## src/rtl/bilinear_pkg.sv

```systemverilog
// Shared definitions for the bilinear downscale job controller: CSR word
// addresses, IRQ flag bit indices, FSM state encoding, the job descriptor
// payload and the descriptor validation rule.
package bilinear_pkg;

    localparam int unsigned CSR_AW  = 4;
    localparam int unsigned CSR_DW  = 32;
    localparam int unsigned FIELD_W = 16;
    localparam int unsigned MODE_W  = 8;
    localparam int unsigned IRQ_W   = 4;

    localparam logic [CSR_AW-1:0] ADDR_CTRL      = 4'd0;
    localparam logic [CSR_AW-1:0] ADDR_STATUS    = 4'd1;
    localparam logic [CSR_AW-1:0] ADDR_IRQ       = 4'd2;
    localparam logic [CSR_AW-1:0] ADDR_SCALE_Q   = 4'd3;
    localparam logic [CSR_AW-1:0] ADDR_IN_W_H    = 4'd4;
    localparam logic [CSR_AW-1:0] ADDR_OUT_W_H   = 4'd5;
    localparam logic [CSR_AW-1:0] ADDR_PUSH      = 4'd6;
    localparam logic [CSR_AW-1:0] ADDR_PERF_CYC  = 4'd7;
    localparam logic [CSR_AW-1:0] ADDR_PERF_PIX  = 4'd8;
    localparam logic [CSR_AW-1:0] ADDR_JOBS_DONE = 4'd9;

    localparam int unsigned IRQ_DONE    = 0;
    localparam int unsigned IRQ_ERR_CFG = 1;
    localparam int unsigned IRQ_OVF     = 2;
    localparam int unsigned IRQ_TMO     = 3;

    typedef enum logic [1:0] {
        IDLE   = 2'd0,
        LAUNCH = 2'd1,
        RUN    = 2'd2
    } state_t;

    typedef struct packed {
        logic [MODE_W-1:0]  mode;
        logic [FIELD_W-1:0] scale_q;
        logic [FIELD_W-1:0] in_w;
        logic [FIELD_W-1:0] in_h;
        logic [FIELD_W-1:0] out_w;
        logic [FIELD_W-1:0] out_h;
    } desc_t;

    // A descriptor is runnable when every dimension is nonzero, the input fits
    // the core line buffers, the job only downscales, and it targets a real core.
    function automatic logic desc_valid(input desc_t d, input int unsigned w_max,
                                        input int unsigned h_max, input int unsigned ncore);
        logic nonzero;
        logic fits;
        logic shrinks;
        logic target_ok;
        nonzero   = (d.in_w != '0) && (d.in_h != '0) && (d.out_w != '0) && (d.out_h != '0);
        fits      = (32'(d.in_w) <= w_max) && (32'(d.in_h) <= h_max);
        shrinks   = (d.out_w <= d.in_w) && (d.out_h <= d.in_h);
        target_ok = (d.scale_q != '0) && (32'(d.mode) < ncore);
        return nonzero && fits && shrinks && target_ok;
    endfunction

endpackage

```

## src/rtl/bilinear_desc_fifo.sv

```systemverilog
// Descriptor queue of depth QDEPTH (power of 2, >= 2).
// Ports: push/push_data enqueue; pop dequeues the head shown on pop_data_c;
// full/empty/count are registered occupancy status. A push while full is
// accepted when a pop happens in the same cycle.
module bilinear_desc_fifo
    import bilinear_pkg::*;
#(
    parameter  int unsigned QDEPTH = 4,
    localparam int unsigned CNT_W  = $clog2(QDEPTH) + 1
) (
    input  logic             clk,
    input  logic             rst_n,
    input  logic             push,
    input  desc_t            push_data,
    input  logic             pop,
    output desc_t            pop_data_c,
    output logic             full,
    output logic             empty,
    output logic [CNT_W-1:0] count
);

    localparam int unsigned PTR_W = $clog2(QDEPTH);

    desc_t            mem [QDEPTH];
    logic [PTR_W-1:0] wr_ptr;
    logic [PTR_W-1:0] rd_ptr;
    logic             do_push;
    logic             do_pop;
    logic [CNT_W-1:0] count_nxt;

    // Accept/advance decisions and next occupancy.
    always_comb begin
        do_pop    = pop && !empty;
        do_push   = push && (!full || do_pop);
        count_nxt = count + CNT_W'(do_push) - CNT_W'(do_pop);
    end

    assign pop_data_c = mem[rd_ptr];

    // Storage array carries no reset; only pointers and flags do.
    always_ff @(posedge clk) begin
        if (do_push) begin
            mem[wr_ptr] <= push_data;
        end
    end

    // Pointers and registered occupancy flags.
    always_ff @(posedge clk or negedge rst_n) begin
        if (!rst_n) begin
            wr_ptr <= '0;
            rd_ptr <= '0;
            count  <= '0;
            full   <= 1'b0;
            empty  <= 1'b1;
        end else begin
            if (do_push) begin
                wr_ptr <= wr_ptr + PTR_W'(1);
            end
            if (do_pop) begin
                rd_ptr <= rd_ptr + PTR_W'(1);
            end
            count <= count_nxt;
            full  <= (count_nxt == CNT_W'(QDEPTH));
            empty <= (count_nxt == '0);
        end
    end

endmodule

```

## src/rtl/bilinear_job_ctrl.sv

```systemverilog
// CSR and job-control front end for the bilinear downscale cores.
// Ports: csr_we/csr_addr/csr_wdata write the CSR file, csr_rdata reads it
// combinationally; core_start/core_done handshake with NCORE cores (core_busy
// is reported in STATUS[31:24]); pix_inc feeds the pixel counter; job_* carry
// the active descriptor; irq is the enabled OR of the sticky W1C flags.
module bilinear_job_ctrl
    import bilinear_pkg::*;
#(
    parameter int unsigned NCORE   = 2,
    parameter int unsigned QDEPTH  = 4,
    parameter int unsigned W_MAX   = 64,
    parameter int unsigned H_MAX   = 64,
    parameter int unsigned TIMEOUT = 65535
) (
    input  logic                clk,
    input  logic                rst_n,
    input  logic                csr_we,
    input  logic [CSR_AW-1:0]   csr_addr,
    input  logic [CSR_DW-1:0]   csr_wdata,
    output logic [CSR_DW-1:0]   csr_rdata,
    output logic                irq,
    output logic [NCORE-1:0]    core_start,
    input  logic [NCORE-1:0]    core_busy,
    input  logic [NCORE-1:0]    core_done,
    input  logic [7:0]          pix_inc,
    output logic [FIELD_W-1:0]  job_in_w,
    output logic [FIELD_W-1:0]  job_in_h,
    output logic [FIELD_W-1:0]  job_out_w,
    output logic [FIELD_W-1:0]  job_out_h,
    output logic [FIELD_W-1:0]  job_scale_q
);

    localparam int unsigned CNT_W = $clog2(QDEPTH) + 1;
    localparam int unsigned WD_W  = $clog2(TIMEOUT + 1);

    // CSR state
    logic               ctrl_en;
    logic               ctrl_irq_en;
    logic [MODE_W-1:0]  ctrl_mode;
    logic [FIELD_W-1:0] scale_q;
    logic [FIELD_W-1:0] in_w;
    logic [FIELD_W-1:0] in_h;
    logic [FIELD_W-1:0] out_w;
    logic [FIELD_W-1:0] out_h;
    logic [IRQ_W-1:0]   irq_flags;
    logic [CSR_DW-1:0]  perf_cyc;
    logic [CSR_DW-1:0]  perf_pix;
    logic [CSR_DW-1:0]  jobs_done;
    logic [MODE_W-1:0]  act_mode;

    // FSM state
    state_t             state;
    state_t             state_nxt;
    logic [WD_W-1:0]    wdog;
    logic [WD_W-1:0]    wdog_nxt;

    // Combinational helpers
    logic               wr_ctrl, wr_irq, wr_scale, wr_in, wr_out, wr_push, wr_perf;
    desc_t              push_desc;
    logic               push_ok;
    logic               q_pop;
    desc_t              q_head;
    logic               q_full;
    logic               q_empty;
    logic [CNT_W-1:0]   q_count;
    logic               launch;
    logic               done_sel;
    logic               done_evt;
    logic               tmo_evt;
    logic [IRQ_W-1:0]   irq_set;
    logic [IRQ_W-1:0]   irq_flags_nxt;
    logic               irq_en_nxt;
    logic [CSR_DW:0]    pix_sum;
    logic [CSR_DW-1:0]  perf_cyc_nxt;
    logic [CSR_DW-1:0]  perf_pix_nxt;

    // Write decode and descriptor snapshot from the live CSRs.
    always_comb begin
        wr_ctrl   = csr_we && (csr_addr == ADDR_CTRL);
        wr_irq    = csr_we && (csr_addr == ADDR_IRQ);
        wr_scale  = csr_we && (csr_addr == ADDR_SCALE_Q);
        wr_in     = csr_we && (csr_addr == ADDR_IN_W_H);
        wr_out    = csr_we && (csr_addr == ADDR_OUT_W_H);
        wr_push   = csr_we && (csr_addr == ADDR_PUSH);
        wr_perf   = csr_we && (csr_addr == ADDR_PERF_CYC);
        push_desc = '{mode: ctrl_mode, scale_q: scale_q, in_w: in_w, in_h: in_h,
                      out_w: out_w, out_h: out_h};
        push_ok   = wr_push && desc_valid(push_desc, W_MAX, H_MAX, NCORE);
        q_pop     = (state == LAUNCH);
    end

    bilinear_desc_fifo #(
        .QDEPTH (QDEPTH)
    ) u_fifo (
        .clk        (clk),
        .rst_n      (rst_n),
        .push       (push_ok),
        .push_data  (push_desc),
        .pop        (q_pop),
        .pop_data_c (q_head),
        .full       (q_full),
        .empty      (q_empty),
        .count      (q_count)
    );

    // Only the active core's done is honoured.
    assign done_sel = |(core_done & (NCORE'(1) << act_mode));

    // Next-state logic; wdog holds the number of completed RUN cycles, so
    // wdog == TIMEOUT-1 means this is the TIMEOUT-th RUN cycle. Done wins a tie.
    always_comb begin
        state_nxt = state;
        wdog_nxt  = wdog;
        done_evt  = 1'b0;
        tmo_evt   = 1'b0;
        case (state)
            IDLE: begin
                if (ctrl_en && !q_empty) begin
                    state_nxt = LAUNCH;
                end
            end
            LAUNCH: begin
                state_nxt = RUN;
                wdog_nxt  = '0;
            end
            RUN: begin
                if (done_sel) begin
                    done_evt  = 1'b1;
                    state_nxt = IDLE;
                end else if (wdog == WD_W'(TIMEOUT - 1)) begin
                    tmo_evt   = 1'b1;
                    state_nxt = IDLE;
                end else begin
                    wdog_nxt = wdog + WD_W'(1);
                end
            end
            default: state_nxt = IDLE;
        endcase
    end

    assign launch = (state == IDLE) && (state_nxt == LAUNCH);

    // Sticky flags: a set in the same cycle as its W1C clear wins.
    always_comb begin
        irq_set              = '0;
        irq_set[IRQ_DONE]    = done_evt;
        irq_set[IRQ_ERR_CFG] = wr_push && !push_ok;
        irq_set[IRQ_OVF]     = push_ok && q_full && !q_pop;
        irq_set[IRQ_TMO]     = tmo_evt;
        irq_flags_nxt        = (irq_flags & ~(wr_irq ? csr_wdata[IRQ_W-1:0] : IRQ_W'(0))) | irq_set;
        irq_en_nxt           = wr_ctrl ? csr_wdata[1] : ctrl_irq_en;
    end

    // Saturating performance counters, cleared by a PERF_CYC write.
    always_comb begin
        pix_sum      = {1'b0, perf_pix} + (CSR_DW+1)'(pix_inc);
        perf_cyc_nxt = perf_cyc;
        perf_pix_nxt = perf_pix;
        if (wr_perf) begin
            perf_cyc_nxt = '0;
            perf_pix_nxt = '0;
        end else if (state == RUN) begin
            perf_cyc_nxt = (perf_cyc == '1) ? perf_cyc : perf_cyc + 32'd1;
            perf_pix_nxt = pix_sum[CSR_DW] ? '1 : pix_sum[CSR_DW-1:0];
        end
    end

    // FSM state register.
    always_ff @(posedge clk or negedge rst_n) begin
        if (!rst_n) begin
            state <= IDLE;
            wdog  <= '0;
        end else begin
            state <= state_nxt;
            wdog  <= wdog_nxt;
        end
    end

    // CSR file, counters and registered outputs.
    always_ff @(posedge clk or negedge rst_n) begin
        if (!rst_n) begin
            ctrl_en     <= 1'b0;
            ctrl_irq_en <= 1'b0;
            ctrl_mode   <= '0;
            scale_q     <= '0;
            in_w        <= '0;
            in_h        <= '0;
            out_w       <= '0;
            out_h       <= '0;
            irq_flags   <= '0;
            irq         <= 1'b0;
            perf_cyc    <= '0;
            perf_pix    <= '0;
            jobs_done   <= '0;
            act_mode    <= '0;
            core_start  <= '0;
            job_in_w    <= '0;
            job_in_h    <= '0;
            job_out_w   <= '0;
            job_out_h   <= '0;
            job_scale_q <= '0;
        end else begin
            if (wr_ctrl) begin
                ctrl_en     <= csr_wdata[0];
                ctrl_irq_en <= csr_wdata[1];
                ctrl_mode   <= csr_wdata[15:8];
            end
            if (wr_scale) begin
                scale_q <= csr_wdata[15:0];
            end
            if (wr_in) begin
                in_w <= csr_wdata[31:16];
                in_h <= csr_wdata[15:0];
            end
            if (wr_out) begin
                out_w <= csr_wdata[31:16];
                out_h <= csr_wdata[15:0];
            end
            irq_flags <= irq_flags_nxt;
            irq       <= irq_en_nxt & (|irq_flags_nxt);
            perf_cyc  <= perf_cyc_nxt;
            perf_pix  <= perf_pix_nxt;
            if (done_evt) begin
                jobs_done <= jobs_done + 32'd1;
            end
            // Job fields and the start pulse go out together on entry to LAUNCH.
            core_start <= '0;
            if (launch) begin
                core_start  <= NCORE'(1) << q_head.mode;
                act_mode    <= q_head.mode;
                job_in_w    <= q_head.in_w;
                job_in_h    <= q_head.in_h;
                job_out_w   <= q_head.out_w;
                job_out_h   <= q_head.out_h;
                job_scale_q <= q_head.scale_q;
            end
        end
    end

    // CSR read mux.
    always_comb begin
        csr_rdata = '0;
        case (csr_addr)
            ADDR_CTRL:      csr_rdata = {16'h0, ctrl_mode, 6'h0, ctrl_irq_en, ctrl_en};
            ADDR_STATUS:    csr_rdata = {8'(core_busy), act_mode, 8'(q_count), 5'h0,
                                         q_empty, q_full, (state != IDLE)};
            ADDR_IRQ:       csr_rdata = CSR_DW'(irq_flags);
            ADDR_SCALE_Q:   csr_rdata = {16'h0, scale_q};
            ADDR_IN_W_H:    csr_rdata = {in_w, in_h};
            ADDR_OUT_W_H:   csr_rdata = {out_w, out_h};
            ADDR_PERF_CYC:  csr_rdata = perf_cyc;
            ADDR_PERF_PIX:  csr_rdata = perf_pix;
            ADDR_JOBS_DONE: csr_rdata = jobs_done;
            default:        csr_rdata = '0;
        endcase
    end

endmodule

```

## config.mk

```make
export PLATFORM = sky130hd
export DESIGN_NAME = bilinear_job_ctrl
export DESIGN_NICKNAME = d
export VERILOG_FILES = /design/src/rtl/bilinear_pkg.sv /design/src/rtl/bilinear_desc_fifo.sv /design/src/rtl/bilinear_job_ctrl.sv
export SDC_FILE = /design/constraint.sdc
export NUM_CORES = 1
export LEC_CHECK = 0
export CAP_MARGIN = 10
export CORE_ASPECT_RATIO = 0.9
export CORE_MARGIN = 2
export CORE_UTILIZATION = 40
export DETAILED_ROUTE_END_ITERATION = 16
export GPL_TIMING_DRIVEN = 0
export MAX_ROUTING_LAYER = met4
export PLACE_DENSITY = 0.58
export SYNTH_ARGS = -nofsm -noshare
export SYNTH_HDL_FRONTEND = slang
export SYNTH_HIERARCHICAL = 1
export SYNTH_SLANG_ARGS = --single-unit
```

## constraint.sdc

```tcl
create_clock -name clk -period 6.74 [get_ports clk]
set_input_delay 1.011 -clock clk [delete_from_list [all_inputs] [get_ports clk]]
set_output_delay 1.011 -clock clk [all_outputs]
set_load 0.02 [all_outputs]
```

; ---- Word-level counts from Yosys, hierarchy flattened
; Memories as Yosys holds them, arrays and structs flattened.
; Index checks and enable logic that the tools add are counted.
[totals]
word_cells = 134
output_inout_bits = 115
reg_bits = 308
mem_bits_ro = 0
n_memories = 1
latchBits = 0
input_bits = 51
ramBits = 352
[mem_list]
columns = name, words, word_bits, read_ports, rd_ports_with_merged_regs, write_ports, line
row1 = u_fifo.mem, 4, 88, 1, 0, 1, bilinear_desc_fifo.sv:24  ; desc_t mem [QDEPTH];
[classes]
n_reduce_logical = 44
addsub = 8
shifts = 2
bitwise_logic = 5
n_mux = 24
eq_ne = 18
div = 0
multipliers = 0
order_cmp = 5
[op_table]
columns = operator, count
row1 = $pmux 32 s9, 1
row2 = $mux 32, 6
row3 = $reduce_bool 16->1, 5
row4 = $add 32x1->32 const B, 2
row5 = $add 32x8->33, 1
row6 = $eq 32x32->1 const B, 1
row7 = $le 16x16->1, 2
row8 = $le 16x7->1 const B, 2
row9 = $mux 16, 2
row10 = $pmux 16 s2, 1
row11 = $logic_and 1x1->1, 24
row12 = $add 16x1->16 const B, 1
row13 = $eq 16x16->1 const B, 1
row14 = $eq 4x3->1 const B, 4
row15 = $shl 1x8->2 const A, 2
row16 = $eq 4x2->1 const B, 2
row17 = $eq 4x4->1 const B, 2
row18 = $lt 8x2->1 const B, 1
row19 = $mux 1, 8
row20 = $mux 2, 4
row21 = $ne 2x2->1 const B, 3
row22 = $pmux 2 s3, 1
row23 = $reduce_bool 2->1, 3
row24 = $add 2x1->2 const B, 2
row25 = 21 further kinds, 25

; ---- Logic depth before layout (Yosys ltp)
; Gate-level depths: netlist of the first run.
[depth]
word_depth = 13
ltp_mapped = 17
depth_no_buf = 17

; ---- Cells and area by module
; The synthesis of the first run kept the hierarchy.
[modules_own_cells]
columns = module, instances, area_each_um2, cells_per_inst, seq_area_each_um2
row1 = bilinear_job_ctrl, 1, 15245.9, 1368, 7482.2
row2 = bilinear_desc_fifo, 1, 13257.7, 498, 10796.6

; ---- Worst setup path before layout of the first run
; OpenSTA, ideal clock, no wires.
[synth_path]
kind = register -> register
startpoint = reg in_h[14]
endpoint = mem u_fifo/mem[0][0] (netlist bit), enable pin
path_stages_with_launch = 11
setup_slack_ns = 2.116
setup_ns = 0.456
arrival_ns = 4.167
synth_period_minus_slack_ns = 4.624
n_path_buf = 0
path_cell_list = dfrtp_1 -> inv_1 -> ha_1 -> a21oi_1 -> nand2_1 -> a221o_1 -> nor3_1 -> o221ai_2 -> nor3_1 -> a21boi_2 -> and2_1
[synth_between]
elab_chain_cells = 11
word_cells_on_any_way = 15
cone_classes = 2 x order compare / 2 x mux / 11 x reduce/logical
[synth_lines]
columns = item, line
row1 = start: declaration, bilinear_job_ctrl.sv:42  ; logic [FIELD_W-1:0] in_h;
row2 = start signal: assignment, bilinear_job_ctrl.sv:213  ; in_h <= csr_wdata[15:0];
row3 = "parallel branches: the longest is 5 deep, another holds $le 16x7->1", --
row4 = $logic_and 1x1->1 (*) (2 in a row), bilinear_pkg.sv:55  ; return nonzero && fits && shrinks && target_ok;
row5 = $logic_and 1x1->1 (*), bilinear_job_ctrl.sv:88  ; push_ok = wr_push && desc_valid(push_desc, W_MAX, H_MAX, NCORE);
row6 = via push_ok, bilinear_job_ctrl.sv:60  ; logic push_ok;
row7 = $logic_and 1x1->1 (*), bilinear_desc_fifo.sv:34  ; do_push = push && (!full || do_pop);
row8 = $mux 1 (*), bilinear_desc_fifo.sv:42  ; if (do_push) begin
row9 = $mux 1 (implied by the code) (*), bilinear_desc_fifo.sv:43  ; mem[wr_ptr] <= push_data;
row10 = end: declaration, bilinear_desc_fifo.sv:24
; Mark *: on every way through the listed nets, which the timed path passes.

; ---- Worst setup path after layout of the first run
[layout_path]
startpoint = in csr_addr[1]
endpoint = out csr_rdata[5]
[layout_between]
elab_chain_cells = 2
word_cells_on_any_way = 10
cone_classes = 8 x eq/ne / 1 x mux / 1 x reduce/logical
[layout_lines]
columns = item, line
row1 = start: declaration, bilinear_job_ctrl.sv:18  ; input logic [CSR_AW-1:0] csr_addr,
row2 = "$eq 4x4->1, or another cell as far along", bilinear_job_ctrl.sv:243  ; case (csr_addr)
row3 = $pmux 32 s9 (*), bilinear_job_ctrl.sv:243
row4 = end: declaration, bilinear_job_ctrl.sv:20  ; output logic [CSR_DW-1:0] csr_rdata,
; Every way passes the cells marked *; elsewhere a longest branch is shown, timed or not.

==> results of run 1 <==
## synthesized netlist by cell type (8+ instances only)
library cell,count
a21oi_1,38
and4_1,17
inv_1,59
and2_1,17
nor2_1,77
edfxtp_1,352
a311oi_1,9
nor3_1,18
buf_2,22
ha_1,54
nand3_1,68
clkbuf_1,33
nand4_1,52
nor2b_1,8
buf_1,8
a22oi_1,81
a31oi_1,18
mux4_2,88
a211oi_1,8
mux2_1,24
nor4_1,32
xor2_1,32
buf_4,12
nand2_1,53
dfrtp_1,307
xnor2_1,46
and3_1,30
a222oi_1,8
mux2_2,158
buf_12,9
o21ai_0,34
## per-stage QoR
step,TNS (ns),hold WS [ns],cell area [sq um]
final,0,0.313,33800
after global routing,0,0.332,33800
after CTS,0,0.315,33800
after detailed placement,0,0.467,31500
after global placement,-3060.25,0.460,31300
after floorplan,0,0.446,28500
## per-layer routing
metal / vias to the layer above / GRT usage, % / wire length (um)
li1: 7756 / - / -
met4: 0 / 6.05 / 1950
met2: 577 / 33.4 / 35800
met5: - / - / 0
met1: 9200 / 31.2 / 35900
met3: 142 / 3.56 / 4680
## kinds of logic after synthesis
| family | Yosys count |
|---|---|
| AOI/OAI and AO/OA | 245 |
| xor gates and xnor gates | 78 |
| adders and majority gates | 56 |
| buffers and inverters | 144 |
| DFF | 660 |
| muxes | 272 |
| and+or+nand+nor | 411 |
## layout make-up
| class | instances | area [sq um] | area share (%) |
|---|---|---|---|
| buffer | 85 | 546 | 1.61 |
| antenna | 2 | 5.00 | 0.0148 |
| clock inverter | 26 | 262 | 0.773 |
| sequential | 660 | 18300 | 54.1 |
| inverter | 59 | 221 | 0.655 |
| timing repair buffer | 170 | 1840 | 5.44 |
| multi-input combinational | 1062 | 9470 | 28.0 |
| tap | 940 | 1180 | 3.48 |
| clock buffer | 103 | 2020 | 5.97 |
## power breakdown
group | internal [W] | total, W | switching (W)
Clock | 0.00218 | 0.00381 | 0.00163
Sequential | 0.00488 | 0.00558 | 0.000692
Combinational | 0.00191 | 0.00376 | 0.00185
## flip-flops by register name (all words and copies together) (netlist names), 2 cells and up
register and cells:
act_mode 8, job_out_w 16, job_scale_q 16, u_fifo/mem 352, wdog 16, u_fifo/rd_ptr 2, job_in_w 16, perf_cyc 32
u_fifo/wr_ptr 2, core_start 2, u_fifo/count 3, out_h 16, job_out_h 16, out_w 16, perf_pix 32, job_in_h 16
scale_q 16, in_h 16, irq_flags 4, ctrl_mode 8, in_w 16, state 2, jobs_done 32
## path summary, 6_finish.rpt
kind | endpoint | slack (ns) | from | cells past startpoint
setup reg to reg | u_fifo/full | 2.22 | in_w[14] | 15
hold reg to reg | jobs_done[31] | 0.49 | jobs_done[31] | 1
min in group clk | jobs_done[31] | 0.49 | jobs_done[31] | 1
setup / recovery | csr_rdata[5] | 1.38 | csr_addr[1] | 8
max in group asynchronous | wdog[15] | 5.10 | rst_n | 3
hold / removal | job_out_w[11] | 0.31 | rst_n | 1
## worst register-to-register path: stages, from the launching register on
cell      delay (ns)
dfrtp_1         0.61
inv_1           0.10
ha_1            0.33
nand4_1         0.20
nor4_1          0.68
o221ai_2        0.36
nor3_1          0.28
a21boi_2        0.38
inv_1           0.09
ha_1            0.29
inv_1           0.06
ha_1            0.13
inv_1           0.04
fa_1            0.37
xnor2_1         0.26
nor3b_1         0.24
==> metrics.md, run 1 <==
| Metric | Value |
|---|---|
| Die Y | between 200 and 300 um |
| Register clock-pin slew on the reported worst setup and hold paths | 0.06 ns |
| Async SR Flop Fraction | 46.7% |
| Resized Gates After CTS | 0 |
| Crit path cell chain | clkdlybuf4s50_1 -> buf_2 -> nor3_1 -> clkbuf_1 -> clkbuf_1 -> a22oi_1 -> nand3_1 -> clkdlybuf4s50_1 |
| Vias per std cell | 5.69 |
| # hold bufs at CTS | 0 |
| Post-CTS Setup Bufs | 0 |
| CP Max Fanout | 10 |
| DRT iter0 DRCs | 1868 |
| First-pass GRT wire length | ~120000 um |
| Placed cells | approximately 3000 |
| HP Class | in -> async |
| IO Pins | 166 |
| Die area | around 73000 sq um |
| Slew Limit Headroom | 36.4% |
| Total leakage power | 12.7 nW |
| Non-filler cells, final | 3107 |
| Critical Path RT | roughly 5.7 ns |
| #FFs+latches synth | 660 |
| Post-synth top area cell | edfxtp_1 |
| CP Capture Type | primary output |
| Synth unique cells | 76 |
| Largest family of logic cells by synthesized area | multiplexers |
| Commonest cells after routing, fill and taps aside | edfxtp_1, dfrtp_1, clkdlybuf4s50_1, mux2_2, mux4_2 |
| Seq/Total Area, Yosys | 64.1% |
| RSZ-0062 raised after global routing | no |
| Max-cap violations | 0 |
| Synth Area in Compound Gates | 6.12% |
| Final ANT Viol Nets | 0 |
| Critical Path Max Stage Delay | between 0.6 and 0.7 ns |
| Total Power | 0.0131 W |
| Buf+Inv Stages, Crit Path | 5 |
| Initial antenna violation count | 2 |
| Clock buffer depth | 3 |
| Worst Tran Pin Value | roughly 0.95 ns |
| Synth Area in Adders | 2.51% |
| CP arrival | 4.35 ns |
| Post-synth EDFFs | 352 |
| Critical path class | in -> out |
| Detailed Routing Iterations Pass 1 | 6 |
| Largest net degree at the start of global routing | 93 |
| GR Util All Layers | roughly 22% |
| DP HPWL | 54500 um |
| P per Cell Area | 389 nW/um^2 |
| Vias | 17700 |
| Post-synthesis xor/xnor area fraction | under 10% |
| Mapped Nets | between 1500 and 2000 |
| Max VDD drop | 0.215 mV |
| Number of global-route vias before repair | 17800 |
| Period utilization | 79.5% |
| Ys Warns | 6 |
| Die width | between 200 and 300 um |
| Site Rows | 92 |
| Layout cells sized above 1 | 19.8% |
| Slew Limit Fails | 0 |
| Mux share of post-synthesis cell area | 14.2% |
| CTS tree | built |
| Synth top area share | 37.1% |
| Top post-synthesis cells by area | edfxtp_1, dfrtp_1, mux4_2 |
| Final Core Density | 48.1% |
| Post-Route WL | 78400 um |
| Num CTS Buffers | 70 |
| Post-place setup slack | 1.52 ns |
| Primary FF master, synth | edfxtp_1 |
| Filler Cell Count | between 6000 and 7000 |
| Wire per inst | around 25 um |
| IO buf count | 162 |
| Routability Congestion | 0.935 |
| Worst setup margin | 1.38 ns |
| Mapped Area | 28500 sq um |
| Core area | 70300 sq um |
| H-Tree Depth | 3 |
| Cell family with most CP delay | buffers and inverters |
| Max Clk Rate | 187 MHz |
| Area growth, synth to finish | 18.6% |
| Remaining global-route overflow | 0 |
| Final setup violation count | 0 |
| Effective utilization at floorplan | 40.5% |
| Synth Area in Simple Gates | between 7 and 8% |
| DR DRC count | 0 |
| Commonest non-fill, non-tap cell in the layout | edfxtp_1 |
| Status | complete, no violations |
| Synth Instances | 1866 |
| Syn Area/Cell | 15.3 sq um |
| Crit-path slowest cell | clkdlybuf4s50_1 |
| Later-pin clock latency in the skew report | 0.62 ns |
| Fin crit period | 5.36 ns |
| Root buf cell | clkbuf_16 |
| Worst Setup Start Kind | input port |
| Final hold viol count | 0 |
| Final #Nets | 2215 |
| Clock sinks | 660 |
| Clock skew | ~0.024 ns |
Power figures use the tool's default switching activity.
==> run 2: changes to the inputs <==
--- a/config.mk
+++ b/config.mk
@@ -12,7 +12,7 @@
 export DETAILED_ROUTE_END_ITERATION = 16
 export GPL_TIMING_DRIVEN = 0
 export MAX_ROUTING_LAYER = met4
-export PLACE_DENSITY = 0.58
+export PLACE_DENSITY = 0.6
 export SYNTH_ARGS = -nofsm -noshare
 export SYNTH_HDL_FRONTEND = slang
 export SYNTH_HIERARCHICAL = 1
==> constraint.sdc (replaced) <==
create_clock -name clk -period 4.4 [get_ports clk]
set_input_delay 0.66 -clock clk [delete_from_list [all_inputs] [get_ports clk]]
set_output_delay 0.66 -clock clk [all_outputs]
set_load 0.02 [all_outputs]
==> run 2 against run 1 <==
  * Critical endpoint is now csr_rdata[4]
  * Cell count is 0.32% higher
  * Highest routed layer unchanged
  * Die area unchanged
  * Sequential share of layout area is 0.36 points lower
  * Wire length about the same
==> metrics.md, run 2 (synthesized netlist as in run 1, its figures left out) <==
| Metric | Value |
|---|---|
| Status | complete, no violations |
| Layout cells sized above 1 | 21.1% (+1.3 points) |
| Max VDD drop | 0.285 mV (+33%) |
| DP HPWL | 54800 um (+0.45%) |
| Wire per inst | 25.1 um (-0.28%) |
| H-Tree Depth | 3 (unchanged) |
| Largest register FFs | 352 (unchanged) |
| Total Power | 0.0204 W (+55%) |
| IO Pins | 166 (unchanged) |
| HP Class | reg -> reg |
| Commonest non-fill, non-tap cell in the layout | edfxtp_1 |
| Critical path class | in -> out |
| Area growth, synth to finish | 19.5% |
| Hold_ws | 0.489 ns (+0.175 ns) |
| Post-Route WL | 78400 um (about the same) |
| Final #Nets | 2219 (+0.18%) |
| Remaining global-route overflow | 0 (unchanged) |
| Slew Limit Fails | 0 (unchanged) |
| IO buf count | 162 (unchanged) |
| Hold_sp | jobs_done[31] |
| Vias | 17900 (+1.0%) |
| Num CTS Buffers | 72 (+2.9%) |
| Root buf cell | clkbuf_16 |
| Max Clk Rate | 233 MHz |
| Later-pin clock latency in the skew report | 0.63 ns (about the same) |
| Total leakage power | 12.8 nW (+1.0%) |
| Initial antenna violation count | 7 (+5) |
| Site Rows | 92 (unchanged) |
| Effective utilization at floorplan | 40.5% (unchanged) |
| Core area | 70300 sq um (unchanged) |
| Filler Cell Count | 5965 (-0.88%) |
| Register clock-pin slew on the reported worst setup and hold paths | 0.06 ns (about the same) |
| Fin Setup TNS | 0 ns (unchanged) |
| Flip-flop and latch area | 18300 sq um (about the same) |
| Max-cap violations | 0 (unchanged) |
| Largest net degree at the start of global routing | 117 (+26%) |
| Critical Path RT | 3.74 ns (-1.99 ns) |
| Worst Setup SP | csr_addr[0] |
| Pint | 0.0140 W (+56%) |
| Post-CTS Setup Bufs | 0 (unchanged) |
| CP Capture Type | primary output |
| First-pass GRT wire length | 117000 um (about the same) |
| Area of the multi-input gates | 9500 sq um (+0.29%) |
| Final Core Density | 48.4% (+0.36 points) |
| GR Util All Layers | 22.1% (about the same) |
| Final setup violation count | 0 (unchanged) |
| Placed cells | 2977 (+0.034%) |
| Final ANT Viol Nets | 0 (unchanged) |
| Flop pwr share | 41.9% (-0.5 points) |
| Period utilization | 97.5% |
| CP Max Fanout | 10 (unchanged) |
| Slew Limit Headroom | 44.1% (+7.7 points) |
| Clock skew | 0.0224 ns (-0.00152 ns) |
| Fin crit period | approximately 4.3 ns |
| Reg with most FFs | u_fifo/mem |
| P per Cell Area | 600 nW/um^2 (+54%) |
| Logic pwr share | 28.2% (-0.4 points) |
| DRT iter0 DRCs | 1909 (+2.2%) |
| Clock buffer depth | 3 (unchanged) |
| Routability Congestion | 0.928 (-0.71%) |
| CTS tree | built |
| RR Startpoint | out_w[14] |
| DR DRC count | 0 (unchanged) |
| Worst Tran Pin Value | 0.828 ns (-0.119 ns) |
| Vias per std cell | 5.73 (+0.70%) |
| Clk pwr share | 29.9% (+0.9 points) |
| Die area | 73400 sq um (unchanged) |
| Die width | 285 um (unchanged) |
| CP arrival | 3.63 ns (-0.72 ns) |
| Commonest cells after routing, fill and taps aside | edfxtp_1, dfrtp_1, clkdlybuf4s50_1, mux2_2, mux4_2 |
| Clock sinks | 660 (unchanged) |
| Die Y | 257 um (unchanged) |
| Final hold viol count | 0 (unchanged) |
| Detailed Routing Iterations Pass 1 | 5 (-1) |
| Worst Setup Start Kind | input port |
| Switching power | 0.00645 W (+55%) |
| Number of global-route vias before repair | 17800 (+0.14%) |
| Net Sw Frac | 31.6% (-0.14 points) |
| Non-filler cells, final | 3117 (+0.32%) |
run 2: final timing paths:
check,cells after the start,slack (ns),endpoint
max,8,0.11,csr_rdata[4]
min,1,0.49,jobs_done[31]
max reg2reg,15,0.19,u_fifo/full
min reg2reg,1,0.49,jobs_done[31]
max in group asynchronous,4,2.45,perf_cyc[1]
min in group asynchronous,2,0.54,job_out_w[5]
run 2: area by class of cell:
class,instances,area share [%]
clock inverter,35,1.16
timing repair buffer,172,5.53
buffer,85,1.65
clock buffer,99,5.95
inverter,59,0.650
tap,940,3.45
multi-input combinational,1062,27.9
antenna,5,0.0367
sequential,660,53.7
run 2: what timing repair did:
action,4_1_cts,5_1_grt
hold endpoints to repair,53,0
gates resized for setup,6,31
hold buffers,1,0
pin swaps,0,1
setup endpoints to repair,75,130
run 2: worst max-delay path, stage by stage:
cell and delay [ns]:
clkdlybuf4s50_1 0.55, buf_2 0.29, nand2b_1 0.19, nor2_1 0.40, clkbuf_2 0.36, a22oi_1 0.21, nand3_1 0.29, clkdlybuf4s50_1 0.67
run 2: power by group through the flow:
| stage | clock [W] | combinational (W) | sequential [W] |
|---|---|---|---|
| 2_1_floorplan | 0 | 0.00339 | 0.00861 |
| 5_1_grt | 0.00649 | 0.00621 | 0.00865 |
| 6_report | 0.00611 | 0.00576 | 0.00855 |
| 4_1_cts | 0.00623 | 0.00585 | 0.00853 |
| 3_3_place_gp | 0 | 0.00570 | 0.00861 |
| 3_5_place_dp | 0 | 0.00583 | 0.00865 |
run 2: layer usage:
layer	up-vias	wire length (um)	global-route usage (%)
met3	136	5780	4.64
met2	651	35800	32.5
met1	9295	34600	31.0
met4	0	2240	6.38
li1	7774	-	-
met5	-	0	-
run 2: per-stage QoR:
step | worst slack [ns] | area [sq um]
3_3_place_gp | -11.27 | 31300
2_1_floorplan | 0.742 | 28500
3_5_place_dp | -0.141 | 31600
6_report | 0.111 | 34100
4_1_cts | 0.00557 | 34000
5_1_grt | -0.0135 | 34100
